## config.mk

```make
export PLATFORM = sky130hd
export DESIGN_NAME = button_conditioner
export DESIGN_NICKNAME = d
export VERILOG_FILES = /design/src/rtl/button_conditioner.sv
export SDC_FILE = /design/constraint.sdc
export NUM_CORES = 1
export LEC_CHECK = 0
export BUFFER_PORTS_ARGS = -buffer_cell sky130_fd_sc_hd__buf_4
export CELL_PAD_IN_SITES_DETAIL_PLACEMENT = 1
export CELL_PAD_IN_SITES_GLOBAL_PLACEMENT = 2
export CORE_UTILIZATION = 37
export DETAILED_ROUTE_END_ITERATION = 10
export PLACE_DENSITY = 0.83
export SLEW_MARGIN = 20
export SYNTH_ARGS = -nofsm -noshare
export SYNTH_HDL_FRONTEND = slang
export SYNTH_SLANG_ARGS = --single-unit
export TNS_END_PERCENT = 5
```

## constraint.sdc

```tcl
create_clock -name clock -period 2.7 [get_ports clock]
set_clock_uncertainty 0.2 [all_clocks]
set_input_delay 0.135 -clock clock [delete_from_list [all_inputs] [get_ports clock]]
set_output_delay 0.135 -clock clock [all_outputs]
set_load 0.05 [all_outputs]
```

## src/rtl/button_conditioner.sv

```systemverilog
// Multi-channel push-button conditioner: sync, polarity, symmetric debounce,
// press/release pulses, long-press detection and optional auto-repeat.
module button_conditioner #(
  parameter int NUM_CH          = 4,
  parameter int DEBOUNCE_CYCLES = 2000000,
  parameter int LONG_CYCLES     = 100000000,
  parameter int REPEAT_CYCLES   = 25000000,
  parameter int ACTIVE_LOW_IN   = 0
) (
  input  logic              clock,
  input  logic              reset,
  input  logic [NUM_CH-1:0] btn_in,
  output logic [NUM_CH-1:0] btn_level,
  output logic [NUM_CH-1:0] press_pulse,
  output logic [NUM_CH-1:0] release_pulse,
  output logic [NUM_CH-1:0] long_pulse,
  output logic [NUM_CH-1:0] repeat_pulse
);

  localparam int DW       = $clog2(DEBOUNCE_CYCLES) + 1;
  localparam int HOLD_MAX = (LONG_CYCLES > REPEAT_CYCLES) ? LONG_CYCLES : REPEAT_CYCLES;
  localparam int HW       = $clog2(HOLD_MAX) + 1;

  localparam logic [DW-1:0]     DEB_LAST  = DW'(DEBOUNCE_CYCLES - 1);
  localparam logic [HW-1:0]     LONG_LAST = HW'(LONG_CYCLES - 1);
  localparam logic [HW-1:0]     REP_LAST  = HW'((REPEAT_CYCLES > 0) ? REPEAT_CYCLES - 1 : 0);
  localparam bit                REPEAT_EN = (REPEAT_CYCLES > 0);
  localparam logic [NUM_CH-1:0] POL_MASK  = {NUM_CH{ACTIVE_LOW_IN != 0}};

  typedef enum logic [1:0] {
    IDLE = 2'd0,
    HELD = 2'd1,
    LONG = 2'd2
  } hold_state_e;

  for (genvar ch = 0; ch < NUM_CH; ch++) begin : g_ch
    logic          meta_q;
    logic          sync_q;
    logic [DW-1:0] dcnt_q, dcnt_d;
    logic          level_q, level_d;
    logic          press_q, release_q, long_q, repeat_q;
    logic          long_d, repeat_d;
    logic [HW-1:0] hcnt_q, hcnt_d;
    hold_state_e   state_q, state_d;
    logic          press_acc, release_acc;

    // Debounce: the synchronised sample must disagree with the accepted
    // level for DEBOUNCE_CYCLES consecutive clocks before it is adopted.
    always_comb begin
      dcnt_d      = dcnt_q;
      level_d     = level_q;
      press_acc   = 1'b0;
      release_acc = 1'b0;
      if (sync_q == level_q) begin
        dcnt_d = '0;
      end else if (dcnt_q == DEB_LAST) begin
        dcnt_d      = '0;
        level_d     = sync_q;
        press_acc   = sync_q;
        release_acc = ~sync_q;
      end else begin
        dcnt_d = dcnt_q + 1'b1;
      end
    end

    // Hold tracking; a release accepted this cycle wins over a due long/repeat.
    always_comb begin
      state_d  = state_q;
      hcnt_d   = hcnt_q;
      long_d   = 1'b0;
      repeat_d = 1'b0;
      if (press_acc) begin
        state_d = HELD;
        hcnt_d  = '0;
      end else if (release_acc || !level_q) begin
        state_d = IDLE;
        hcnt_d  = '0;
      end else begin
        case (state_q)
          HELD: begin
            if (hcnt_q == LONG_LAST) begin
              state_d = LONG;
              hcnt_d  = '0;
              long_d  = 1'b1;
            end else begin
              hcnt_d = hcnt_q + 1'b1;
            end
          end
          LONG: begin
            if (REPEAT_EN && (hcnt_q == REP_LAST)) begin
              hcnt_d   = '0;
              repeat_d = 1'b1;
            end else if (hcnt_q != '1) begin
              hcnt_d = hcnt_q + 1'b1;
            end
          end
          default: begin
            state_d = IDLE;
            hcnt_d  = '0;
          end
        endcase
      end
    end

    always_ff @(posedge clock or negedge reset) begin
      if (!reset) begin
        meta_q    <= 1'b0;
        sync_q    <= 1'b0;
        dcnt_q    <= '0;
        level_q   <= 1'b0;
        press_q   <= 1'b0;
        release_q <= 1'b0;
        long_q    <= 1'b0;
        repeat_q  <= 1'b0;
        hcnt_q    <= '0;
        state_q   <= IDLE;
      end else begin
        meta_q    <= btn_in[ch] ^ POL_MASK[ch];
        sync_q    <= meta_q;
        dcnt_q    <= dcnt_d;
        level_q   <= level_d;
        press_q   <= press_acc;
        release_q <= release_acc;
        long_q    <= long_d;
        repeat_q  <= repeat_d;
        hcnt_q    <= hcnt_d;
        state_q   <= state_d;
      end
    end

    assign btn_level[ch]     = level_q;
    assign press_pulse[ch]   = press_q;
    assign release_pulse[ch] = release_q;
    assign long_pulse[ch]    = long_q;
    assign repeat_pulse[ch]  = repeat_q;
  end

endmodule

```

==> flow_metrics.tcl <==
set metrics [dict create \
    run_status "completed" \
    share_comb_of_total_power_pct 2.1 \
    setup_viol 0 \
    drtAntennaViolNets 0 \
    antenna_cells_inserted 0 \
    seq_power_share_pct 48.8 \
    worst_hold_path_type "in2reg" \
    grt_pass1_vias 9943 \
    post_drt_wl_per_cell_um 16.1 \
    synth_cell_types 55 \
    arrival_ns 2.78 \
    synth_nets 1260 \
    clock_tree.root_cell "clkbuf_16" \
    tritoncts_clock_tree "yes" \
    cp_slowest_cell "or4_4" \
    critical_path.endpoint_type "register" \
    number_of_warnings_reported_in_the_yosys_synthesis_log 0 \
    timing.max_slew.rel_slack_pct 63.5 \
    initial_utilization_pct 37.7 \
    wl_um 27600 \
    ioPinCount 26 \
    maximum_number_of_pins_on_one_net_before_global_route_repair 62 \
    drive_above_1_share_pct 10.4 \
    crit_path_max_fanout 13 \
    grt_pass1_wl_um 49500 \
    core.rowCount 65 \
    clkTransAtPathRegs_ns 0.05 \
    design.die.area_um2 33000 \
    layout_worst_path_cycle_share_pct 95.9 \
    synthCells 1238 \
    synth_seq_area_share_pct 49.5 \
    path_cells "or4_4, or4_4, o41a_1, o211a_4, clkinv_8, o21ai_0" \
    layout_min_cycle_time_ns 2.59 \
    cts_htree_levels 1 \
    leakage_nw 5.96 \
    setup_total_negative_slack_ns 0 \
    viasPerCell 5.30 \
    design.final.nets 1315 \
    remaining_drc_errors 0 \
    switching_share_pct 21.4 \
    initial_detailed_routing_violation_count 499 \
    cell_area_after_technology_mapping_um2 11900 \
    timing.max_cap.violations 0 \
    port_buffers 25 \
    global_route_total_overflow 0 \
    numCtsBuffers 29 \
    dr_total_vias 9076 \
    fillers 3608 \
    core_area_um2 31600 \
    yosys.area.top_type_share_pct 49.5 \
    synth_async_sr_flop_share_pct 100 \
    power.clock.fraction_pct 49.1 \
    number_of_synthesized_flops_with_an_enable_pin 0 \
    clock_latency_ns 0.54 \
    synth_top_flop_cell "dfrtp_1" \
    worstPathRequired_ns 2.89 \
    ys_seq_elements 236 \
    timing.fmax_ghz 0.386 \
    avgSynthCellArea_um2 9.63 \
    post-route-util_pct 43.4 \
    finalMaxSlewViolations 0 \
    die_x_um 182 \
    max_slew.worst_pin.slew_ns 0.541 \
    yosysTopAreaCell "dfrtp_1" \
    gp_congestion 0.831 \
    p_per_area_nw_per_um2 535 \
    drtPass1Iterations 4 \
    track_usage_pct 17.8 \
    max-vdd-ir-drop_v 0.000506 \
    synth.area.top_cells "dfrtp_1, xor2_1, xnor2_1, nor2_1, nand2_1" \
    number_of_clock_sinks_seen_by_cts 236 \
    fp.dieH_um 182 \
    place_hpwl_um 18200 \
    cell_internal_pwr_mw 5.77 \
    p_sw_mw 1.57 \
    syn_to_final_growth_pct 15.1 \
    largest_stage_delay_worst_path_ns 0.54 \
    antenna_found_initial 0 \
    cts_setup_buffers 0 \
    start_kind "register" \
    critical_path_class "reg2reg" \
    final_number_of_hold_violating_endpoints 0 \
    cts.path.max_buffers 3 \
    critical-path-top-cell-by-count "or4_4" \
]
==> power by group through the flow <==
stage               logic [mW]  registers (mW)  clock network, mW
floorplan               0.0420            3.64                  0
global placement         0.147            3.64                  0
detailed placement       0.150            3.64                  0
CTS                      0.166            3.58               3.75
global route             0.184            3.58               3.86
finish                   0.157            3.58               3.61
==> state kept, by name, summed over array words and instances, names as in the netlist <==
signal / count
g_ch.dcnt_q: 88
g_ch.hcnt_q: 112
g_ch.level_q: 4
g_ch.long_q: 4
g_ch.meta_q: 4
g_ch.press_q: 4
g_ch.release_q: 4
g_ch.repeat_q: 4
g_ch.state_q: 8
g_ch.sync_q: 4
==> layer usage <==
layer / part of all wire (%) / vias up / global-route usage, %
li1: - / 4403 / -
met1: 47 / 4559 / 24.0
met2: 48 / 74 / 30.4
met3: 2.1 / 40 / 2.13
met4: 2.3 / 0 / 4.07
met5: 0 / - / 0
==> what timing repair did <==
action / CTS / global route
hold endpoints to repair: 240 / 0
pin swaps: 0 / 3
endpoints found under the setup margin: 9 / 64
cloned: 1 / 0
hold buffers: 7 / 0
gates resized for setup: 1 / 15
==> cell usage after synthesis (6+ instances only) <==
| master | count |
|---|---|
| inv_1 | 33 |
| and4_1 | 16 |
| nor4b_1 | 12 |
| or2_2 | 6 |
| or4_1 | 6 |
| nand3_1 | 85 |
| nand2b_1 | 10 |
| ha_1 | 16 |
| nor3_1 | 24 |
| and2_1 | 7 |
| and3_1 | 52 |
| o21ai_1 | 19 |
| or3_1 | 10 |
| nor2_1 | 132 |
| o21ai_0 | 67 |
| a21oi_1 | 12 |
| xnor2_1 | 86 |
| buf_4 | 22 |
| nor4_1 | 22 |
| nor3b_1 | 7 |
| dfrtp_1 | 236 |
| nand4_1 | 55 |
| clkbuf_1 | 28 |
| xor2_1 | 93 |
| nand2_1 | 131 |
==> critical path, delay by kind of cell (launching register included) <==
kind	cells	cell delay [ns]
flops	1	0.39
buf+inv	1	0.10
compound gates	3	0.73
simple gates	2	1.02
==> final cells by class <==
| type | instances | area [um2] | area share, % |
|---|---|---|---|
| repair inverters | 1 | 16.3 | 0.118 |
| inverters | 34 | 140 | 1.02 |
| repair buffers | 76 | 663 | 4.83 |
| clock inverters | 4 | 48.8 | 0.355 |
| multi-input cells | 915 | 5630 | 41.0 |
| clock buffers | 45 | 826 | 6.01 |
| flip-flops and latches | 236 | 5910 | 43.0 |
| well taps | 402 | 503 | 3.66 |
==> worst paths after layout <==
path	start	slack, ns	depth (start not counted)	to
min in group asynchronous	reset	0.40	3	g_ch[1].repeat_q$_DFF_PN0_
setup / recovery	g_ch[1].hcnt_q[15]$_DFFE_PN0P_	0.11	6	g_ch[1].hcnt_q[2]$_DFFE_PN0P_
setup reg to reg	g_ch[1].hcnt_q[15]$_DFFE_PN0P_	0.11	6	g_ch[1].hcnt_q[2]$_DFFE_PN0P_
hold reg to reg	g_ch[0].meta_q$_DFF_PN0_	0.15	0	g_ch[0].sync_q$_DFF_PN0_
hold / removal	btn_in[1]	0.05	2	g_ch[1].meta_q$_DFF_PN0_
max in group asynchronous	reset	1.31	4	g_ch[0].dcnt_q[12]$_DFF_PN0_
==> per-stage QoR <==
step           instances  setup WS [ns]  instance area, um2  hold WS, ns  total power, mW
2_1_floorplan       1238         0.0947               11900       -0.361             3.68
3_3_place_gp        1656         0.0672               12700      -0.0494             3.79
3_5_place_dp        1656        -0.0342               12700      -0.0440             3.79
4_1_cts             1713         0.0108               13700       0.0216             7.49
5_1_grt             1713       -0.00803               13700       0.0370             7.63
6_report            1713          0.111               13700       0.0538             7.35
==> placed cells by master (no fill, tap or decap), types with 10 or more instances in the layout <==
cell type,netlist,layout
clkbuf_1,28,12
nor4_1,22,20
dfrtp_1,236,236
nand2_1,131,131
xor2_1,93,93
o21ai_0,67,65
clkbuf_16,0,29
and3_1,52,52
a21oi_1,12,12
nand2b_1,10,10
ha_1,16,15
nor4b_1,12,11
xnor2_1,86,86
nand3_1,85,84
buf_4,22,64
or3_1,10,10
nand4_1,55,55
inv_1,33,33
and4_1,16,16
nor3_1,24,23
nor2_1,132,132
o21ai_1,19,21
==> logic make-up (layout without fill, tap and decap cells) <==
| group | count (synthesis) | after routing | synth area share (%) |
|---|---|---|---|
| xor+xnor | 179 | 179 | 13.1 |
| simple gates | 590 | 590 | 25.3 |
| fa+ha+maj | 16 | 16 | 1.68 |
| flops | 236 | 236 | 49.5 |
| buf+inv | 87 | 160 | 3.70 |
| compound gates | 125 | 125 | 6.18 |
| mux | 5 | 5 | 0.462 |
Power figures use the tool's default switching activity.
